File: config.mk
export PLATFORM = sky130hd
export DESIGN_NAME = ps2_key_tracker
export DESIGN_NICKNAME = d
export VERILOG_FILES = /design/src/rtl/ps2_key_tracker.sv
export SDC_FILE = /design/constraint.sdc
export NUM_CORES = 1
export LEC_CHECK = 0
export ABC_CLOCK_PERIOD_IN_PS = 3750
export BUFFER_PORTS_ARGS = -buffer_cell sky130_fd_sc_hd__buf_4
export CORE_ASPECT_RATIO = 0.75
export CORE_UTILIZATION = 50
export DETAILED_ROUTE_END_ITERATION = 7
export PLACE_DENSITY = 0.69
export SLEW_MARGIN = 25
export SYNTH_ARGS = -nofsm -noshare
export SYNTH_HDL_FRONTEND = slang
export SYNTH_SLANG_ARGS = --single-unit
File: constraint.sdc
create_clock -name clock -period 3.75 [get_ports clock]
set_input_delay 0.9375 -clock clock [delete_from_list [all_inputs] [get_ports clock]]
set_output_delay 0.9375 -clock clock [all_outputs]
set_load 0.01 [all_outputs]
File: src/rtl/ps2_key_tracker.sv
// rtl/ps2_key_tracker.sv - PS/2 keyboard frame receiver with make/break/extended decode and held-key bitmap
// Optional macro PS2_PARITY_CHECK_EN: when defined, odd-parity errors discard the byte and raise frame_err.
module ps2_key_tracker #(
    parameter int NUM_KEYS       = 8,
    parameter int TIMEOUT_CYCLES = 50000,
    parameter int SYNC_STAGES    = 2
) (
    input  logic                clock,
    input  logic                resetn,
    input  logic                ps2_clk,
    input  logic                ps2_dat,
    output logic [NUM_KEYS-1:0] keys_held,
    output logic                key_valid,
    output logic [3:0]          key_index,
    output logic                key_release,
    output logic [7:0]          last_code,
    output logic                frame_err
);

    localparam int TW = $clog2(TIMEOUT_CYCLES + 1);

    typedef enum logic [1:0] {
        S_IDLE,
        S_DATA,
        S_PARITY,
        S_STOP
    } state_t;

    state_t                 r_state;
    state_t                 w_state_nxt;
    logic [SYNC_STAGES-1:0] r_clk_sync;
    logic [SYNC_STAGES-1:0] r_dat_sync;
    logic                   r_clk_prev;
    logic [7:0]             r_shift;
    logic [2:0]             r_bit_cnt;
    logic [TW-1:0]          r_to_cnt;
    logic                   r_break_pend;
    logic                   r_ext_pend;
    logic [NUM_KEYS-1:0]    r_keys_held;
    logic                   r_key_valid;
    logic [3:0]             r_key_index;
    logic                   r_key_release;
    logic [7:0]             r_last_code;
    logic                   r_frame_err;

    logic                   w_clk_s;
    logic                   w_dat_s;
    logic                   w_fall;
    logic                   w_timeout;
    logic                   w_par_ok;
    logic                   w_stop_edge;
    logic                   w_stop_ok;
    logic                   w_stop_err;
    logic                   w_code_hit;
    logic [3:0]             w_idx;
    logic [NUM_KEYS-1:0]    w_mask;
    logic                   w_hit;
    logic                   w_is_held;

    // Idle PS/2 bus is high, so the synchronisers reset to 1 to avoid a false edge
    always_ff @(posedge clock or negedge resetn) begin
        if (!resetn) begin
            r_clk_sync <= '1;
            r_dat_sync <= '1;
            r_clk_prev <= 1'b1;
        end else begin
            r_clk_sync <= {r_clk_sync[SYNC_STAGES-2:0], ps2_clk};
            r_dat_sync <= {r_dat_sync[SYNC_STAGES-2:0], ps2_dat};
            r_clk_prev <= w_clk_s;
        end
    end

    assign w_clk_s = r_clk_sync[SYNC_STAGES-1];
    assign w_dat_s = r_dat_sync[SYNC_STAGES-1];
    assign w_fall  = r_clk_prev & ~w_clk_s;

    assign w_timeout = (r_state != S_IDLE) && !w_fall &&
                       (r_to_cnt == TW'(TIMEOUT_CYCLES - 1));

`ifdef PS2_PARITY_CHECK_EN
    logic r_parity;

    always_ff @(posedge clock or negedge resetn) begin
        if (!resetn) begin
            r_parity <= 1'b0;
        end else if (w_fall && r_state == S_PARITY) begin
            r_parity <= w_dat_s;
        end
    end

    assign w_par_ok = ^{r_shift, r_parity};
`else
    assign w_par_ok = 1'b1;
`endif

    assign w_stop_edge = w_fall && (r_state == S_STOP);
    assign w_stop_ok   = w_stop_edge && w_dat_s && w_par_ok;
    assign w_stop_err  = w_stop_edge && !(w_dat_s && w_par_ok);

    always_ff @(posedge clock or negedge resetn) begin
        if (!resetn) begin
            r_state <= S_IDLE;
        end else begin
            r_state <= w_state_nxt;
        end
    end

    always_comb begin
        w_state_nxt = r_state;
        case (r_state)
            S_IDLE:   if (w_fall && !w_dat_s)          w_state_nxt = S_DATA;
            S_DATA:   if (w_fall && r_bit_cnt == 3'd7) w_state_nxt = S_PARITY;
            S_PARITY: if (w_fall)                      w_state_nxt = S_STOP;
            S_STOP:   if (w_fall)                      w_state_nxt = S_IDLE;
            default:                                   w_state_nxt = S_IDLE;
        endcase
        if (w_timeout) begin
            w_state_nxt = S_IDLE;
        end
    end

    always_ff @(posedge clock or negedge resetn) begin
        if (!resetn) begin
            r_shift   <= 8'h00;
            r_bit_cnt <= 3'd0;
        end else if (w_fall) begin
            if (r_state == S_IDLE) begin
                r_bit_cnt <= 3'd0;
            end else if (r_state == S_DATA) begin
                r_shift   <= {w_dat_s, r_shift[7:1]};
                r_bit_cnt <= r_bit_cnt + 3'd1;
            end
        end
    end

    always_ff @(posedge clock or negedge resetn) begin
        if (!resetn) begin
            r_to_cnt <= '0;
        end else if (r_state == S_IDLE || w_fall || w_timeout) begin
            r_to_cnt <= '0;
        end else begin
            r_to_cnt <= r_to_cnt + 1'b1;
        end
    end

    always_comb begin
        w_code_hit = 1'b1;
        w_idx      = 4'd0;
        case (r_shift)
            8'h1C: w_idx = 4'd0;
            8'h1B: w_idx = 4'd1;
            8'h23: w_idx = 4'd2;
            8'h2B: w_idx = 4'd3;
            8'h34: w_idx = 4'd4;
            8'h33: w_idx = 4'd5;
            8'h3B: w_idx = 4'd6;
            8'h42: w_idx = 4'd7;
            8'h1D: w_idx = 4'd8;
            8'h24: w_idx = 4'd9;
            8'h2C: w_idx = 4'd10;
            8'h35: w_idx = 4'd11;
            8'h3C: w_idx = 4'd12;
            default: w_code_hit = 1'b0;
        endcase
    end

    // Indices beyond NUM_KEYS shift out of the mask, which makes them untracked
    assign w_mask    = NUM_KEYS'(1) << w_idx;
    assign w_hit     = w_code_hit && (|w_mask);
    assign w_is_held = |(r_keys_held & w_mask);

    always_ff @(posedge clock or negedge resetn) begin
        if (!resetn) begin
            r_break_pend  <= 1'b0;
            r_ext_pend    <= 1'b0;
            r_keys_held   <= '0;
            r_key_valid   <= 1'b0;
            r_key_index   <= 4'd0;
            r_key_release <= 1'b0;
            r_last_code   <= 8'h00;
            r_frame_err   <= 1'b0;
        end else begin
            r_key_valid <= 1'b0;
            r_frame_err <= w_stop_err | w_timeout;
            if (w_stop_ok) begin
                if (r_shift == 8'hF0) begin
                    r_break_pend <= 1'b1;
                end else if (r_shift == 8'hE0) begin
                    r_ext_pend <= 1'b1;
                end else begin
                    r_last_code  <= r_shift;
                    r_break_pend <= 1'b0;
                    r_ext_pend   <= 1'b0;
                    if (!r_ext_pend && w_hit) begin
                        if (r_break_pend && w_is_held) begin
                            r_keys_held   <= r_keys_held & ~w_mask;
                            r_key_valid   <= 1'b1;
                            r_key_index   <= w_idx;
                            r_key_release <= 1'b1;
                        end else if (!r_break_pend && !w_is_held) begin
                            r_keys_held   <= r_keys_held | w_mask;
                            r_key_valid   <= 1'b1;
                            r_key_index   <= w_idx;
                            r_key_release <= 1'b0;
                        end
                    end
                end
            end
        end
    end

    assign keys_held   = r_keys_held;
    assign key_valid   = r_key_valid;
    assign key_index   = r_key_index;
    assign key_release = r_key_release;
    assign last_code   = r_last_code;
    assign frame_err   = r_frame_err;

endmodule

==> qor.yml, run 1 <==
run_status:
  status: "completed"
cells_and_area:
  nNetsFinal: 327
  area_growth_pct: 18.0
  antenna_cells: 0
  final_common_cell: "dfrtp_1"
  layout_common_cells: "dfrtp_1, buf_4, nor2_1"
  layout-drive-gt1-share_pct: 25.0
  fin_cells: 395
  utilization_pct: 63.5
  finalInstanceArea_um2: 3510
global_route:
  gr-total-overflow: 0
  grt_usage_pct: 22.2
  grt_pass1_wl_mm: 10.4
  grt_pass1_vias: 2037
  antenna_found_initial: 0
  grt_max_degree: 60
synthesis:
  syn_inst: 282
  yosys-top-cells-area: "dfrtp_1, mux2_2, dfstp_2, ha_1, nor2_1"
  avgSynthCellArea_um2: 10.6
  syn_area_um2: 2980
  synth_top_area_share_pct: 45.4
  synth_top_cell_by_area: "dfrtp_1"
  synth_cell_types: 46
  syn_nets: 294
  async_flop_share_pct: 100
  synth_edf_count: 0
  yosysSeqAreaShare_pct: 49.8
  synth_seq_cells: 59
  yosys_warnings: 0
  synth_ff_type: "dfrtp_1"
worst_hold_path:
  worstHoldPathCells: 0
  min_path_type: "flop to flop"
  min-delay-start: "r_clk_sync[0]$_DFF_PN1_"
  hold_end: "r_clk_sync[1]$_DFF_PN1_"
worst_setup_path:
  reg2reg_depth: 11
  cpPeakStageDelay_ps: 590
  r2r_slack_ps: 300
  cp_slowest_cell: "or4b_1"
  path_max_fanout: 11
  r2r_start: "r_shift[2]$_DFFE_PN0P_"
  crit_chain: "and3b_1 -> and2_1 -> a31oi_1 -> o311a_1 -> nand2_1 -> o2111ai_1 -> ha_1 -> or4b_1 -> buf_4 -> nor4_1 -> mux2i_1"
  start_kind: "flop"
  crit_arrival_ps: 3710
  endpoint_kind: "flop"
  worstPathRequired_ps: 4010
  worstSetupPathType: "flop to flop"
clock_network:
  cts_root_buf: "clkbuf_8"
  cts_tree: "built"
  cts_sinks: 59
  clk_pin_slew_ps: 70
  cts_hold_buffers: 0
  htreeDepth: 3
  cts_made_buffers: 9
  clock_latency_ps: 340
  ctsResizeCount: 0
  post_cts_buffers: 0
  cts_max_path_buffers: 2
route:
  final_antenna_net_count: 0
  post-route-drc-count: 0
  route.final.wire_length_mm: 6.18
  viasPerCell: 5.56
  vias: 2198
  drt_iter0_markers: 197
  drt_pre_antenna_iters: 4
  wl_per_cell_um: 15.6
die:
  rows: 23
  core_um2: 5530
  start_util_pct: 53.8
  die-height_um: 68.8
  dieArea_um2: 6270
  die_width_um: 91.1
  io_pins: 27
pwr:
  ir_drop_uv: 310
  p_per_area_nw_per_um2: 565
  p_leak_nw: 1.61
placed_design:
  place_area_um2: 3260
  place_hpwl_mm: 4.31
  place_congestion: 0.905
  portBuffers: 26
  dpl.cell_count: 379
sta:
  slew_headroom_pct: 52.0
  tightest_slew_ps: 720
  hold_viol: 0
  timing.fmax_mhz: 290
  setup_viol: 0
  fin_crit_sh_pct: 91.9
  drv_slew: 0
  clock_skew_ps: 7.62
  tns_ps: 0
  finalCriticalPeriod_ps: 3450
  rsz0062_at_grt: "false"
flow_run:
  maxCapViolations: 0
[cell families after synthesis]
group,share of synthesized area [%]
flip-flops,49.8
buffers and inverters,3.28
multiplexers,11.4
AO/OA/AOI/OAI,10.5
adder cells (fa/ha/maj),3.36
XOR/XNOR,3.53
AND/OR/NAND/NOR,18.2
[worst max-delay path, delay by kind of cell (launching register included)]
kind            cells  cell delay (ps)
compound gates      3              740
fa+ha+maj           1              260
mux                 1              230
buf+inv             1              200
simple gates        5             1430
flops               1              500
[metrics by stage]
step,hold slack [ps],power (mW),setup WS (ps)
global route,369,2.10,23.5
floorplan,345,1.13,550
detailed placement,351,1.27,377
global placement,350,1.26,464
CTS,356,1.99,325
finish,354,1.98,304
[layout make-up]
cell class,count,area [µm²]
Clock buffer,10,138
Sequential cell,59,1480
Multi-Input combinational cell,202,1400
Tap cell,75,93.8
Timing Repair Buffer,34,255
Inverter,9,33.8
Clock inverter,6,113
Fill cell,466,2010
[Yosys cell counts, types with 7 or more instances]
cell and instances:
and3_1 9, dfrtp_1 54, ha_1 8, inv_1 9
mux2_2 18, mux2i_1 9, nand2_1 24, nand3_1 11
nor2_1 26, nor2b_1 7, nor3_1 8, o21ai_0 17
[worst max-delay path by stage]
stage | startpoint | endpoint | slack (ps) | cells after the start
detailed placement | r_shift[2]$_DFFE_PN0P_ | key_index[1]$_DFFE_PN0P_ | 380 | 10
global route | r_shift[2]$_DFFE_PN0P_ | flop | 20 | 11
global placement | r_shift[5]$_DFFE_PN0P_ | key_index[1]$_DFFE_PN0P_ | 460 | 10
floorplan | r_shift[2]$_DFFE_PN0P_ | key_index[1]$_DFFE_PN0P_ | 550 | 12
CTS | r_shift[2]$_DFFE_PN0P_ | flop | 320 | 11
finish | r_shift[2]$_DFFE_PN0P_ | flop | 300 | 11
[report_power, final]
part | switching [mW] | total, mW | internal [mW]
Combinational | 0.233 | 0.429 | 0.196
Clock | 0.260 | 0.719 | 0.459
Sequential | 0.106 | 0.834 | 0.728
[routing by layer]
metal,part of all wire (%),global-route usage (%)
met1,55,34.0
met2,39,27.8
met3,5.3,8.00
met4,1.1,7.54
met5,0,0
No activity file was read; power rests on OpenSTA's default activity.
==> inputs of run 2 (changes only) <==
- ABC_AREA: not set -> 1
==> run 2 against run 1 <==
Effect of this change: wire length down 1.5%; fmax increased by 23%; total power shrank 15%.
==> qor.yml, run 2 <==
route:
  post-route-drc-count: 0  # unchanged
  route.final.wire_length_mm: 6.09  # -1.5%
  wl_met2_mm: 2.47  # +2.9%
  dr_wl_met3_um: 270  # -17%
  drt_iter0_markers: 122  # -38%
  final_antenna_net_count: 0  # unchanged
  routed.top_layer: "met4"
  wl_per_cell_um: 11.8  # -25%
  drt_pre_antenna_iters: 4  # unchanged
  wl_met1_mm: 3.29  # -2.7%
  vias: 2546  # +16%
  viasPerCell: 4.92  # -12%
sta:
  setup_slack_ps: 951  # +647 ps
  timing.fmax_mhz: 357  # +23%
  timing.hold.ws_ps: 355  # +0.554 ps
  rsz0062_at_grt: "false"
  slew_headroom_pct: 51.4  # -0.65 points
  clock_skew_ps: 7.58  # -0.0421 ps
  tns_ps: 0  # unchanged
  fin_crit_sh_pct: 74.6  # -17 points
  hold_viol: 0  # unchanged
  setup_viol: 0  # unchanged
  drv_slew: 0  # unchanged
  tightest_slew_ps: 729  # +9.74 ps
  finalCriticalPeriod_ps: 2800  # -647 ps
clock_network:
  cts_hold_buffers: 0  # unchanged
  cts_max_path_buffers: 2  # unchanged
  post_cts_buffers: 0  # unchanged
  cts_sinks: 59  # unchanged
  cts_root_buf: "clkbuf_8"
  ctsResizeCount: 0  # unchanged
  cts_made_buffers: 9  # unchanged
  cts_tree: "built"
  htreeDepth: 3  # unchanged
  clock_latency_ps: 340  # about the same
  clk_pin_slew_ps: 70  # about the same
pwr:
  pwr-share-seq_pct: 47.2  # +5.1 points
  ir_drop_uv: 222  # -28%
  total_power_mw: 1.68  # -15%
  power.switching_mw: 0.554  # -7.6%
  p_leak_nw: 1.89  # +18%
  swShare_pct: 32.9  # +2.7 points
  p_per_area_nw_per_um2: 470  # -17%
  combPwrFrac_pct: 22.3  # +0.6 points
  clockPowerShare_pct: 30.5  # -5.8 points
  p_int_mw: 1.13  # -19%
synthesis:
  yosys-top-cells-area: "dfrtp_1, nand2_1, inv_1, nor2_1, dfstp_2"
  syn_area_um2: 3160  # +6.3%
  syn_nets: 415  # +41%
  synth_top_area_share_pct: 42.7  # -2.7 points
  syn_inst: 403  # +43%
  yosys_warnings: 0  # unchanged
  synth_edf_count: 0  # unchanged
  avgSynthCellArea_um2: 7.85  # -26%
  yosysMostFrequentCell: "nand2_1"
  synth_seq_cells: 59  # unchanged
  async_flop_share_pct: 100  # unchanged
  synth_cell_types: 38  # -17%
  synth_ff_type: "dfrtp_1"
  synth_top_cell_by_area: "dfrtp_1"
  yosysSeqAreaShare_pct: 46.9  # -2.9 points
  synth_commonest_cells: "nand2_1, inv_1, dfrtp_1, nor2_1, o21ai_0"
global_route:
  grt_usage_pct: 21.6  # -0.54 points
  grt_pass1_wl_mm: 10.9  # +5.5%
  gr-total-overflow: 0  # unchanged
  grt_pass1_vias: 2408  # +18%
  antenna_found_initial: 0  # unchanged
  grt_max_degree: 60  # unchanged
cells_and_area:
  area_growth_pct: 13.0
  layout_common_cells: "nand2_1, inv_1, dfrtp_1"
  layout-drive-gt1-share_pct: 15.3  # -9.7 points
  utilization_pct: 60.1  # -3.5 points
  fin_cells: 517  # +31%
  antenna_cells: 0  # unchanged
  nNetsFinal: 446  # +36%
  finalInstanceArea_um2: 3570  # +1.7%
  final_common_cell: "nand2_1"
worst_setup_path:
  worstSetupPathType: "flop to flop"
  cp-startpoint: "r_shift[7]$_DFFE_PN0P_"
  cp_top_family: "simple AND/OR/NAND/NOR gates"
  cpPeakStageDelay_ps: 450  # -140 ps
  path_max_fanout: 19  # +8
  crit_top_cell: "nand2_1"
  endpoint_kind: "flop"
  crit_chain: "inv_2 -> nand2_1 -> nor2_1 -> nand2_1 -> nand3_1 -> inv_1 -> nand2_1 -> nor2_1 -> nand2_1 -> nand4_1 -> ha_1 -> nor2_1 -> nand3_4 -> nor2_8 -> nand3_1 -> nand2_1 -> inv_1"
  crit_arrival_ps: 3040  # -670 ps
  critical_path_buf_inv_count: 3  # +2
  cp_slowest_cell: "dfrtp_1"
  start_kind: "flop"
  r2r_start: "r_shift[7]$_DFFE_PN0P_"
  worstPathRequired_ps: 3990  # -20 ps
die:
  rows: 24  # +4.3%
  dieArea_um2: 6650  # +6.1%
  die_width_um: 93.8  # +3.0%
  io_pins: 27  # unchanged
  core_um2: 5950  # +7.6%
  die-height_um: 70.9  # +3.0%
  start_util_pct: 53.2  # -0.67 points
run_status:
  status: "completed"
placed_design:
  place_area_um2: 3400  # +4.3%
  place_hpwl_mm: 4.41  # +2.3%
  portBuffers: 26  # unchanged
  place_congestion: 0.880  # -2.7%
  dpl.cell_count: 501  # +32%
  place_ws_ps: 982  # +605 ps
worst_hold_path:
  min-delay-start: "r_clk_sync[0]$_DFF_PN1_"
  min_path_type: "flop to flop"
flow_run:
  maxCapViolations: 0  # unchanged
[run 2: cell types whose count changed after synthesis, moves of 5 or more]
| cell | delta |
|---|---|
| and3_1 | -8 |
| or3_1 | -5 |
| nand2_1 | +86 |
| o21ai_0 | +5 |
| mux2i_1 | -9 |
| nand4_1 | +10 |
| mux2_2 | -18 |
| nand3_2 | +6 |
| inv_1 | +58 |
| nor2_1 | +19 |
| nor2b_1 | -7 |
[run 2: power by group through the flow]
stage / Clock [mW] / Sequential [mW] / Combinational (mW)
2_1_floorplan: 0 / 0.790 / 0.281
3_3_place_gp: 0 / 0.801 / 0.366
3_5_place_dp: 0 / 0.804 / 0.373
4_1_cts: 0.533 / 0.793 / 0.376
5_1_grt: 0.556 / 0.809 / 0.429
6_report: 0.512 / 0.794 / 0.375
[run 2: routing by layer]
metal  vias to the layer above  track usage [%]
met3                         7             7.53
met4                         0             7.35
met1                      1157             31.2
li1                       1321                -
met5                         -                0
met2                        61             30.3
[run 2: logic make-up (layout without fill, tap and decap cells)]
family / after synthesis / count (layout) / share of synthesized area [%]
DFF: 59 / 59 / 46.9
and+or+nand+nor: 215 / 215 / 31.6
adders and majority gates: 8 / 8 / 3.17
AOI/OAI and AO/OA: 39 / 39 / 6.77
xor gates and xnor gates: 5 / 5 / 1.39
buffers and inverters: 77 / 113 / 10.2
[run 2: area by class of cell]
class	count	area (µm²)
Fill cell	544	2370
Inverter	71	267
Multi-Input combinational cell	267	1360
Tap cell	78	97.6
Timing Repair Buffer	26	195
Sequential cell	59	1480
Clock buffer	14	163
Clock inverter	2	10.0
[run 2: final timing paths]
kind / depth (start not counted) / slack [ps] / to
worst max-delay path: 17 / 950 / flop
worst min-delay path: 0 / 350 / r_clk_sync[1]$_DFF_PN1_
worst max register to register: 17 / 950 / flop
worst min register to register: 0 / 350 / r_clk_sync[1]$_DFF_PN1_
max in group asynchronous: 1 / 2610 / r_to_cnt[6]$_DFF_PN0_
min in group asynchronous: 1 / 660 / r_bit_cnt[2]$_DFFE_PN0P_
==> inputs of run 3 (changes only) <==
- ABC_CLOCK_PERIOD_IN_PS: 3750 -> 2250
- PLACE_DENSITY: 0.69 -> 0.71
- clock period: 3.75 -> 2.25 ns (I/O delays scaled with it)
==> run 3 against run 2 <==
Effect of this change: the flow now finishes with violations (negative setup slack); clock skew is essentially flat; sequential cell count unchanged; global-route usage up 7.1 points; critical path depth did not move; sequential power is 69% higher; highest routed layer unchanged; combinational power grew 150%; final cell count is 16% higher; critical path type unchanged.
==> qor.yml, run 3 (same netlist as run 2, synthesis figures left out) <==
clock_network:
  htreeDepth: 3  # unchanged
  cts_max_path_buffers: 2  # unchanged
  cts_root_buf: "clkbuf_8"
  clk_pin_slew_ps: 80  # about the same
  clock_latency_ps: 360  # +20 ps
  cts_tree: "built"
  cts_made_buffers: 9  # unchanged
  cts_sinks: 59  # unchanged
cells_and_area:
  nNetsFinal: 531  # +19%
  antenna_cells: 0  # unchanged
  layout-drive-gt1-share_pct: 42.4  # +27 points
  area_growth_pct: 42.9
  finalInstanceArea_um2: 4520  # +26%
  layout_common_cells: "buf_4, nand2_1, inv_1"
  fin_cells: 602  # +16%
  final_common_cell: "buf_4"
die:
  dieArea_um2: 6650  # unchanged
  rows: 24  # unchanged
  start_util_pct: 53.2  # unchanged
  die_width_um: 93.8  # unchanged
  core_um2: 5950  # unchanged
  die-height_um: 70.9  # unchanged
  io_pins: 27  # unchanged
worst_setup_path:
  worstPathRequired_ps: 2550  # -1440 ps
  endpoint_kind: "flop"
  critical_path_buf_inv_count: 2  # -1
  cp_slowest_cell: "dfrtp_2"
  cp_top_family: "simple AND/OR/NAND/NOR gates"
  worstSetupPathType: "flop to flop"
  crit_arrival_ps: 2930  # -110 ps
  crit_chain: "buf_6 -> nor2_1 -> nand2_1 -> nor2_4 -> nor2_4 -> nand3_2 -> nor2_2 -> nand2_1 -> nand4_1 -> ha_1 -> nor2_2 -> nand3_4 -> nor2_4 -> nand2_1 -> nand2_1 -> nand2_1 -> inv_1"
  crit_top_cell: "nand2_1"
  cpPeakStageDelay_ps: 450  # about the same
  r2r_start: "r_shift[0]$_DFFE_PN0P_"
  path_max_fanout: 5  # -14
  start_kind: "flop"
  cp-startpoint: "r_shift[0]$_DFFE_PN0P_"
route:
  post-route-drc-count: 0  # unchanged
  drt_iter0_markers: 238  # +95%
  final_antenna_net_count: 0  # unchanged
  route.final.wire_length_mm: 9.32  # +53%
  wl_per_cell_um: 15.5  # +31%
  drt_pre_antenna_iters: 6  # +2
  vias: 3186  # +25%
  viasPerCell: 5.29  # +7.5%
sta:
  setup_viol: 14  # +14
  finalCriticalPeriod_ps: 2630  # -168 ps
  tightest_slew_ps: 736  # +6.78 ps
  rsz0062_at_grt: "true"
  timing.hold.ws_ps: 264  # -90.9 ps
  fin_crit_sh_pct: 117  # +42 points
  drv_slew: 0  # unchanged
  hold_viol: 0  # unchanged
  timing.fmax_mhz: 380  # +6.4%
  clock_skew_ps: 7.36  # -0.221 ps
  tns_ps: -4780  # -4780 ps
  setup_slack_ps: -381  # -1330 ps
  slew_headroom_pct: 50.9  # -0.45 points
pwr:
  swShare_pct: 35.6  # +2.6 points
  power.switching_mw: 1.16  # +110%
  p_per_area_nw_per_um2: 724  # +54%
  pwr-share-seq_pct: 40.9  # -6.3 points
  ir_drop_uv: 540  # +140%
  combPwrFrac_pct: 28.3  # +6.0 points
  clockPowerShare_pct: 30.8  # +0.3 points
  p_int_mw: 2.11  # +87%
  p_leak_nw: 2.35  # +24%
global_route:
  grt_max_degree: 60  # unchanged
  antenna_found_initial: 0  # unchanged
  gr-total-overflow: 0  # unchanged
  grt_usage_pct: 28.7  # +7.1 points
  grt_pass1_vias: 3103  # +29%
  grt_pass1_wl_mm: 14.5  # +32%
placed_design:
  portBuffers: 26  # unchanged
  place_congestion: 0.874  # -0.75%
  place_hpwl_mm: 4.84  # +9.7%
  place_area_um2: 3670  # +8.1%
  place_ws_ps: -221  # -1200 ps
  dpl.cell_count: 535  # +6.8%
worst_hold_path:
  min_path_type: "input pin to async pin"
run_status:
  violations: "negative setup slack"
  status: "finished, violations left"
flow_run:
  maxCapViolations: 0  # unchanged
[run 3: cell count changes in the layout (fill, tap and decap cells not counted), sizes merged, moves of 2 or more]
cell	before	now
nor2	50	53
clkinv	3	5
clkbuf	14	9
buf	26	108
[run 3: worst reg2reg max path: stages (launching register included)]
cell and delay [ps]:
dfrtp_2 450, buf_6 140, nor2_1 160, nand2_1 130, nor2_4 190, nor2_4 60, nand3_2 80, nor2_2 70
nand2_1 60, nand4_1 80, ha_1 310, nor2_2 130, nand3_4 200, nor2_4 270, nand2_1 80, nand2_1 70
nand2_1 40, inv_1 50
[run 3: path summary, 6_finish.rpt]
path	to	slack (ps)	cells after the start
max reg2reg	flop	-380	17
min reg2reg	r_dat_sync[1]$_DFF_PN1_	360	0
max in group asynchronous	r_shift[5]$_DFFE_PN0P_	1470	1
min in group clock	r_dat_sync[0]$_DFF_PN1_	310	1
min	last_code[2]$_DFFE_PN0P_	260	1
max	flop	-380	17
[run 3: layout make-up]
type | instances | area (µm²)
sequential | 59 | 1490
inverter | 71 | 270
tap | 78 | 97.6
clock buffer | 9 | 124
fill | 406 | 1430
timing repair buffer | 108 | 842
clock inverter | 7 | 77.6
multi-input combinational | 270 | 1620
[run 3: metrics by stage]
stage                     utilization (%)  power, mW
after floorplan                         -       1.81
after global placement               61.8       2.05
after detailed placement             61.8       2.08
after CTS                            73.9       3.22
after global routing                 76.0       3.45
final                                76.0       3.27
[run 3: per-layer routing]
metal	vias to the layer above	GRT usage [%]	share of wire (%)
met5	-	0	0
met4	0	13.2	3.9
met3	38	7.31	6.2
met2	139	46.4	48
met1	1510	36.5	42
li1	1499	-	-
[run 3: power by group through the flow]
stage,clock network [mW],registers [mW],logic [mW]
after floorplan,0,1.32,0.486
after global placement,0,1.33,0.719
final,1.01,1.34,0.926
after CTS,1.01,1.33,0.885
after global routing,1.06,1.35,1.03
after detailed placement,0,1.34,0.744
[run 3: what timing repair did]
item                                   in CTS  in global routing
pin swaps                                  18                 26
gates resized for setup                    61                 27
hold buffers                                0                  0
buffers inserted                           43                  7
endpoints found under the hold margin       0                  0
setup endpoints to repair                  14                 16
gates cloned                                3                  0
